===== config.mk =====
export PLATFORM = sky130hd
export DESIGN_NAME = divider32_fp
export DESIGN_NICKNAME = d
export VERILOG_FILES = /design/src/rtl/divider32_fp.sv
export SDC_FILE = /design/constraint.sdc
export NUM_CORES = 1
export LEC_CHECK = 0
export BUFFER_PORTS_ARGS = -buffer_cell sky130_fd_sc_hd__buf_2
export CAP_MARGIN = 20
export CORE_MARGIN = 2
export CORE_UTILIZATION = 30
export DETAILED_ROUTE_END_ITERATION = 6
export HOLD_SLACK_MARGIN = 0.12
export PLACE_DENSITY = 0.54
export SLEW_MARGIN = 15
export SYNTH_ARGS = -nofsm -noshare
export SYNTH_HDL_FRONTEND = slang
export SYNTH_SLANG_ARGS = --single-unit

===== constraint.sdc =====
create_clock -name clk -period 5.08 [get_ports clk]
set_input_delay 0.762 -clock clk [delete_from_list [all_inputs] [get_ports clk]]
set_output_delay 0.762 -clock clk [all_outputs]
set_load 0.1 [all_outputs]

===== src/rtl/divider32_fp.sv =====
// divider32_fp: iterative IEEE 754 single-precision divider (a_i / b_i).
// Restoring radix-2 mantissa division, one quotient bit per cycle, rounded
// to nearest-even. Subnormal inputs are flushed to zero and results that
// underflow are flushed to signed zero.
//
// Ports:
//   clk, rst          clock, synchronous active-high reset
//   start_i           request, sampled only while idle
//   a_i, b_i          dividend / divisor, captured on the accepting edge
//   quotient_o        result, held until the next result is produced
//   done_o            one-cycle pulse, result and flags valid
//   busy_o            high in every state except idle
//   nan_o             result is quiet NaN
//   infinit_o         result is +/-infinity (any cause)
//   overflow_o        finite result rounded to exponent >= 255
//   underflow_o       nonzero result flushed to zero
//   div_by_zero_o     finite nonzero / zero
module divider32_fp (
  input  logic        clk,
  input  logic        rst,
  input  logic        start_i,
  input  logic [31:0] a_i,
  input  logic [31:0] b_i,
  output logic [31:0] quotient_o,
  output logic        done_o,
  output logic        busy_o,
  output logic        nan_o,
  output logic        infinit_o,
  output logic        overflow_o,
  output logic        underflow_o,
  output logic        div_by_zero_o
);

  typedef enum logic [2:0] {IDLE, UNPACK, DIVIDE, NORMALIZE, ROUND, DONE} state_t;

  state_t             state;
  logic [31:0]        a_r, b_r;
  logic               sign_r;
  logic signed [9:0]  exp_r;
  logic [23:0]        mb_r;
  logic [24:0]        rem_r;
  logic [25:0]        q_r;
  logic [4:0]         cnt_r;
  logic [23:0]        mant_r;
  logic               guard_r, sticky_r;

  // Operand classification
  logic [7:0]         ea, eb;
  logic [22:0]        fa, fb;
  logic               a_zero, b_zero, a_inf, b_inf, a_nan, b_nan, sign_c;
  logic signed [9:0]  exp_calc;

  always_comb begin
    ea       = a_r[30:23];
    eb       = b_r[30:23];
    fa       = a_r[22:0];
    fb       = b_r[22:0];
    a_zero   = (ea == '0);
    b_zero   = (eb == '0);
    a_inf    = (ea == '1) && (fa == '0);
    b_inf    = (eb == '1) && (fb == '0);
    a_nan    = (ea == '1) && (fa != '0);
    b_nan    = (eb == '1) && (fb != '0);
    sign_c   = a_r[31] ^ b_r[31];
    exp_calc = $signed({2'b00, ea}) - $signed({2'b00, eb}) + 10'sd127;
  end

  // One restoring-division step
  logic               rem_ge;
  logic [24:0]        rem_sub;
  logic [24:0]        rem_next;

  always_comb begin
    rem_ge   = (rem_r >= {1'b0, mb_r});
    rem_sub  = rem_ge ? (rem_r - {1'b0, mb_r}) : rem_r;
    // rem_sub < mb < 2^24, so bit 24 is always zero before the shift
    rem_next = {rem_sub[23:0], 1'b0};
  end

  // Round-to-nearest-even and final exponent
  logic               rnd_inc;
  logic [24:0]        mant_inc;
  logic [23:0]        mant_fin;
  logic signed [9:0]  exp_fin;

  always_comb begin
    rnd_inc  = guard_r & (sticky_r | mant_r[0]);
    mant_inc = {1'b0, mant_r} + {24'd0, rnd_inc};
    mant_fin = mant_inc[24] ? 24'h800000 : mant_inc[23:0];
    exp_fin  = exp_r + (mant_inc[24] ? 10'sd1 : 10'sd0);
  end

  always_ff @(posedge clk) begin
    if (rst) begin
      state         <= IDLE;
      a_r           <= '0;
      b_r           <= '0;
      sign_r        <= 1'b0;
      exp_r         <= '0;
      mb_r          <= '0;
      rem_r         <= '0;
      q_r           <= '0;
      cnt_r         <= '0;
      mant_r        <= '0;
      guard_r       <= 1'b0;
      sticky_r      <= 1'b0;
      quotient_o    <= '0;
      done_o        <= 1'b0;
      busy_o        <= 1'b0;
      nan_o         <= 1'b0;
      infinit_o     <= 1'b0;
      overflow_o    <= 1'b0;
      underflow_o   <= 1'b0;
      div_by_zero_o <= 1'b0;
    end else begin
      case (state)
        IDLE: begin
          if (start_i) begin
            a_r           <= a_i;
            b_r           <= b_i;
            nan_o         <= 1'b0;
            infinit_o     <= 1'b0;
            overflow_o    <= 1'b0;
            underflow_o   <= 1'b0;
            div_by_zero_o <= 1'b0;
            busy_o        <= 1'b1;
            state         <= UNPACK;
          end
        end

        UNPACK: begin
          sign_r <= sign_c;
          exp_r  <= exp_calc;
          rem_r  <= {2'b01, fa};
          mb_r   <= {1'b1, fb};
          q_r    <= '0;
          cnt_r  <= 5'd25;
          // Special cases in priority order; the else-chain encodes it
          if (a_nan || b_nan || (a_zero && b_zero) || (a_inf && b_inf)) begin
            quotient_o <= 32'h7FC00000;
            nan_o      <= 1'b1;
            done_o     <= 1'b1;
            state      <= DONE;
          end else if (b_zero && !a_inf) begin
            quotient_o    <= {sign_c, 31'h7F800000};
            div_by_zero_o <= 1'b1;
            infinit_o     <= 1'b1;
            done_o        <= 1'b1;
            state         <= DONE;
          end else if (a_inf) begin
            quotient_o <= {sign_c, 31'h7F800000};
            infinit_o  <= 1'b1;
            done_o     <= 1'b1;
            state      <= DONE;
          end else if (a_zero || b_inf) begin
            quotient_o <= {sign_c, 31'h00000000};
            done_o     <= 1'b1;
            state      <= DONE;
          end else begin
            state <= DIVIDE;
          end
        end

        DIVIDE: begin
          q_r   <= {q_r[24:0], rem_ge};
          rem_r <= rem_next;
          cnt_r <= cnt_r - 5'd1;
          if (cnt_r == '0) state <= NORMALIZE;
        end

        NORMALIZE: begin
          if (q_r[25]) begin
            mant_r   <= q_r[25:2];
            guard_r  <= q_r[1];
            sticky_r <= q_r[0] | (|rem_r);
          end else begin
            mant_r   <= q_r[24:1];
            guard_r  <= q_r[0];
            sticky_r <= |rem_r;
            exp_r    <= exp_r - 10'sd1;
          end
          state <= ROUND;
        end

        ROUND: begin
          if (exp_fin >= 10'sd255) begin
            quotient_o <= {sign_r, 31'h7F800000};
            overflow_o <= 1'b1;
            infinit_o  <= 1'b1;
          end else if (exp_fin <= 10'sd0) begin
            quotient_o  <= {sign_r, 31'h00000000};
            underflow_o <= 1'b1;
          end else begin
            quotient_o <= {sign_r, exp_fin[7:0], mant_fin[22:0]};
          end
          done_o <= 1'b1;
          state  <= DONE;
        end

        DONE: begin
          done_o <= 1'b0;
          busy_o <= 1'b0;
          state  <= IDLE;
        end

        default: state <= IDLE;
      endcase
    end
  end

endmodule

==> key figures <==
Detailed routing
  • Wire per inst: 15.88 um
  • DR vias/cell: 5.129
  • Vias after detailed routing: 10509
  • Final wirelength: 32.53 mm
  • First-pass DRT Iterations: 5
  • Number of DRC markers in iteration 0: 612
  • Detail Route Antenna Nets: 0
  • Residual DRC: 0

Timing
  • Min cycle time layout: 4622 ps
  • RSZ-0062 raised after global routing: no
  • Post-route setup TNS: 0 ps
  • Worst Skew: 11.31 ps
  • Max_slew headroom: 38.54%
  • Fin crit share: 90.99%
  • Slew Limit Fails: 0
  • Slew @ Worst Pin: 918.6 ps
  • Setup violators final: 0
  • Hold WS: 442.2 ps
  • Hold Vio Cnt, Final: 0
  • Fmax: 216.3 MHz

Synth
  • Netlist cell types: 79
  • Ys Warns: 0
  • Synth Register Bits: 223
  • Seq/Total Area, Yosys: 38.56%
  • Synthesized area per cell: 7.897 sq um
  • Post-synth net total: 1575
  • Async S/R FF share, synth: 0%
  • Post-synth EDFFs: 0
  • Most used DFF post-synth: dfxtp_1
  • Post-Synthesis Cells: 1466
  • Cell Area, Synth: 0.01158 sq mm

Global routing
  • Initial antenna violation count: 0
  • Vias in the first global route: 9798
  • GRT Total Usage: 15.67%
  • GR Overflow Total: 0
  • First-pass GRT wire length: 52.46 mm
  • Pin count of the biggest net entering global routing: 111

Pwr
  • Clk pwr share: 22.3%
  • Cell internal pwr: 5050 uW
  • Power Total: 9151 uW
  • Leak: 0.004934 uW
  • Sw power: 4101 uW
  • Power density cells: 681.5 mW/mm^2
  • Max VDD drop: 0.4201 mV
  • Sequential power share: 26.4%
  • Switching power share of the total: 44.82%
  • Gate power share: 51.2%

Place
  • Cell total after placement: 2001
  • Post-place instance area: 0.01247 sq mm
  • Port Buffers: 105
  • DP HPWL: 22.85 mm
  • RD Place Congestion: 0.9002

Setup path
  • CP bufs+invs: 0
  • CP Data Required Time: 5540 ps
  • CP startpoint kind: register
  • CP max stage delay: 560 ps
  • Crit path top cell by count: ha_1
  • Slowest CP cell: nor3_2
  • CP max FO: 10
  • CP endpoint kind: register
  • Crit path DAT: 5080 ps
  • Crit-path cells: o21a_1 > ha_1 > ha_1 > nand4_1 > nor2_1 > and3_1 > nand3_1 > nor3_1 > ha_1 > ha_1 > nand2_1 > a211o_1 > a21oi_1 > nor2_1 > nor3_2 > nand4b_1 > o21ai_0
  • Kind of critical path: register to register
  • Delay-heaviest family, CP: simple AND/OR/NAND/NOR gates

CTS
  • Clk root buf: clkbuf_16
  • Worst skew pair latency: 540 ps
  • Clock buffer depth: 3
  • CTS Buf Count: 27
  • CTS H-tree lvls: 1
  • Clock sink total: 223
  • Post_cts resized: 0
  • Clock slew at reported path FFs: 60 ps
  • CTS tree: yes

Final layout
  • Final net count: 1630
  • Syn-to-layout area delta: 15.99%
  • Number of diodes: 0
  • Fillers: 4097
  • Final std cells w/o fill: 2049
  • Share of cells above drive strength 1: 12.03%
  • Fin area: 0.01343 sq mm

Floorplan
  • Cell Rows: 71
  • Die W: 200.4 um
  • Die span in y: 200.4 um
  • Core area: 0.03784 sq mm
  • Die ar.: 0.04018 sq mm
  • Starting Density: 30.59%
  • Io pins: 106

Min path
  • Worst Hold Class: register to register

Outcome
  • Outcome: finished clean

Flow run
  • Maxcap violations: 0
==> flip-flops by register name (all words and copies together) (netlist names), 3 cells and up <==
register,cells
a_r,32
b_r,32
cnt_r,5
exp_r,10
mant_r,24
mb_r,24
q_r,26
quotient_o,32
rem_r,25
state,3
==> cell usage in the layout (no fill, tap or decap), types with 39 or more instances in the layout <==
| master | instances |
|---|---|
| a21oi_1 | 141 |
| a22oi_1 | 46 |
| buf_2 | 104 |
| dfxtp_1 | 223 |
| ha_1 | 40 |
| inv_1 | 49 |
| nand2_1 | 266 |
| nand3_1 | 39 |
| nor2_1 | 115 |
| o21ai_0 | 50 |
==> synthesized netlist by cell type (all sizes together) (6+ instances only) <==
master	count	area, sq um
a211oi	38	297.8
a21o	8	60.06
a21oi	141	705.7
a22oi	46	345.3
a31oi	6	43.79
and2	6	37.54
and3	13	81.33
buf	23	131.4
clkbuf	71	266.5
dfxtp	223	4464
ha	40	500.5
inv	49	183.9
mux2i	38	380.4
nand2	266	998.5
nand2b	12	75.07
nand3	39	195.2
nand4	22	137.6
nor2	118	442.9
nor2b	6	37.54
nor3	32	165.2
nor4	27	168.9
o21a	11	82.58
o21ai	62	314.1
o221ai	8	70.07
o22ai	12	75.07
o31ai	6	58.81
or2	6	37.54
xnor2	23	201.4
xor2	31	271.5
==> area by class of cell <==
type / count / area, sq um / area share, %
Multi-Input combinational cell: 1100 / 6561 / 48.86
Clock inverter: 9 / 176.4 / 1.314
Tap cell: 511 / 639.4 / 4.761
Sequential cell: 223 / 4464 / 33.24
Timing Repair Buffer: 119 / 636.9 / 4.742
Inverter: 50 / 187.7 / 1.398
Clock buffer: 37 / 763.2 / 5.683
==> path summary, 6_finish.rpt <==
kind | end | slack (ps) | startpoint | cells past startpoint
min reg2reg | quotient_o[7]$_SDFFE_PP0P_ | 440 | quotient_o[7]$_SDFFE_PP0P_ | 2
max | quotient_o[2]$_SDFFE_PP0P_ | 460 | mant_r[0]$_SDFFE_PP0P_ | 17
max reg2reg | quotient_o[2]$_SDFFE_PP0P_ | 460 | mant_r[0]$_SDFFE_PP0P_ | 17
min | quotient_o[7]$_SDFFE_PP0P_ | 440 | quotient_o[7]$_SDFFE_PP0P_ | 2
==> tightest hold or removal path, cell delays in order (launching register included) <==
cell     delay (ps)
dfxtp_1         300
nand2_1          50
o21ai_1          50
==> metrics by stage <==
stage / setup slack (ps) / utilization [%]
floorplan: 1621 / -
global placement: 516.8 / 32.95
detailed placement: 344.0 / 32.96
CTS: 336.2 / 35.44
global route: 97.44 / 35.49
finish: 457.7 / 35.49
==> power by group through the flow <==
stage	Sequential (uW)	Clock [uW]	Combinational, uW
after floorplan	2510	0	3560
after detailed placement	2450	0	4650
after global routing	2460	2170	5190
after CTS	2410	2100	4670
final	2420	2050	4690
after global placement	2440	0	4630
==> layer usage <==
metal | up-vias | part of all wire [%] | GRT usage (%)
li1 | 5341 | - | -
met1 | 4904 | 48 | 21.90
met2 | 225 | 46 | 25.33
met3 | 39 | 3.9 | 1.997
met4 | 0 | 2.2 | 4.418
met5 | - | 0 | 0
==> logic make-up (layout without fill, tap and decap cells) <==
group,count (synthesis),after routing,share of synthesized area [%]
muxes,41,41,3.577
adders and majority gates,42,42,4.669
xor gates and xnor gates,54,54,4.085
AOI/OAI and AO/OA,391,391,21.86
buffers and inverters,144,215,5.058
DFF,223,223,38.56
and+or+nand+nor,571,572,22.19
==> timing repair <==
item                                    in CTS  in global routing
setup buffers                                0                  1
hold buffers                                 0                  0
endpoints found under the setup margin       0                 12
endpoints found under the hold margin        0                  0
(Power assumes the default switching activity.)
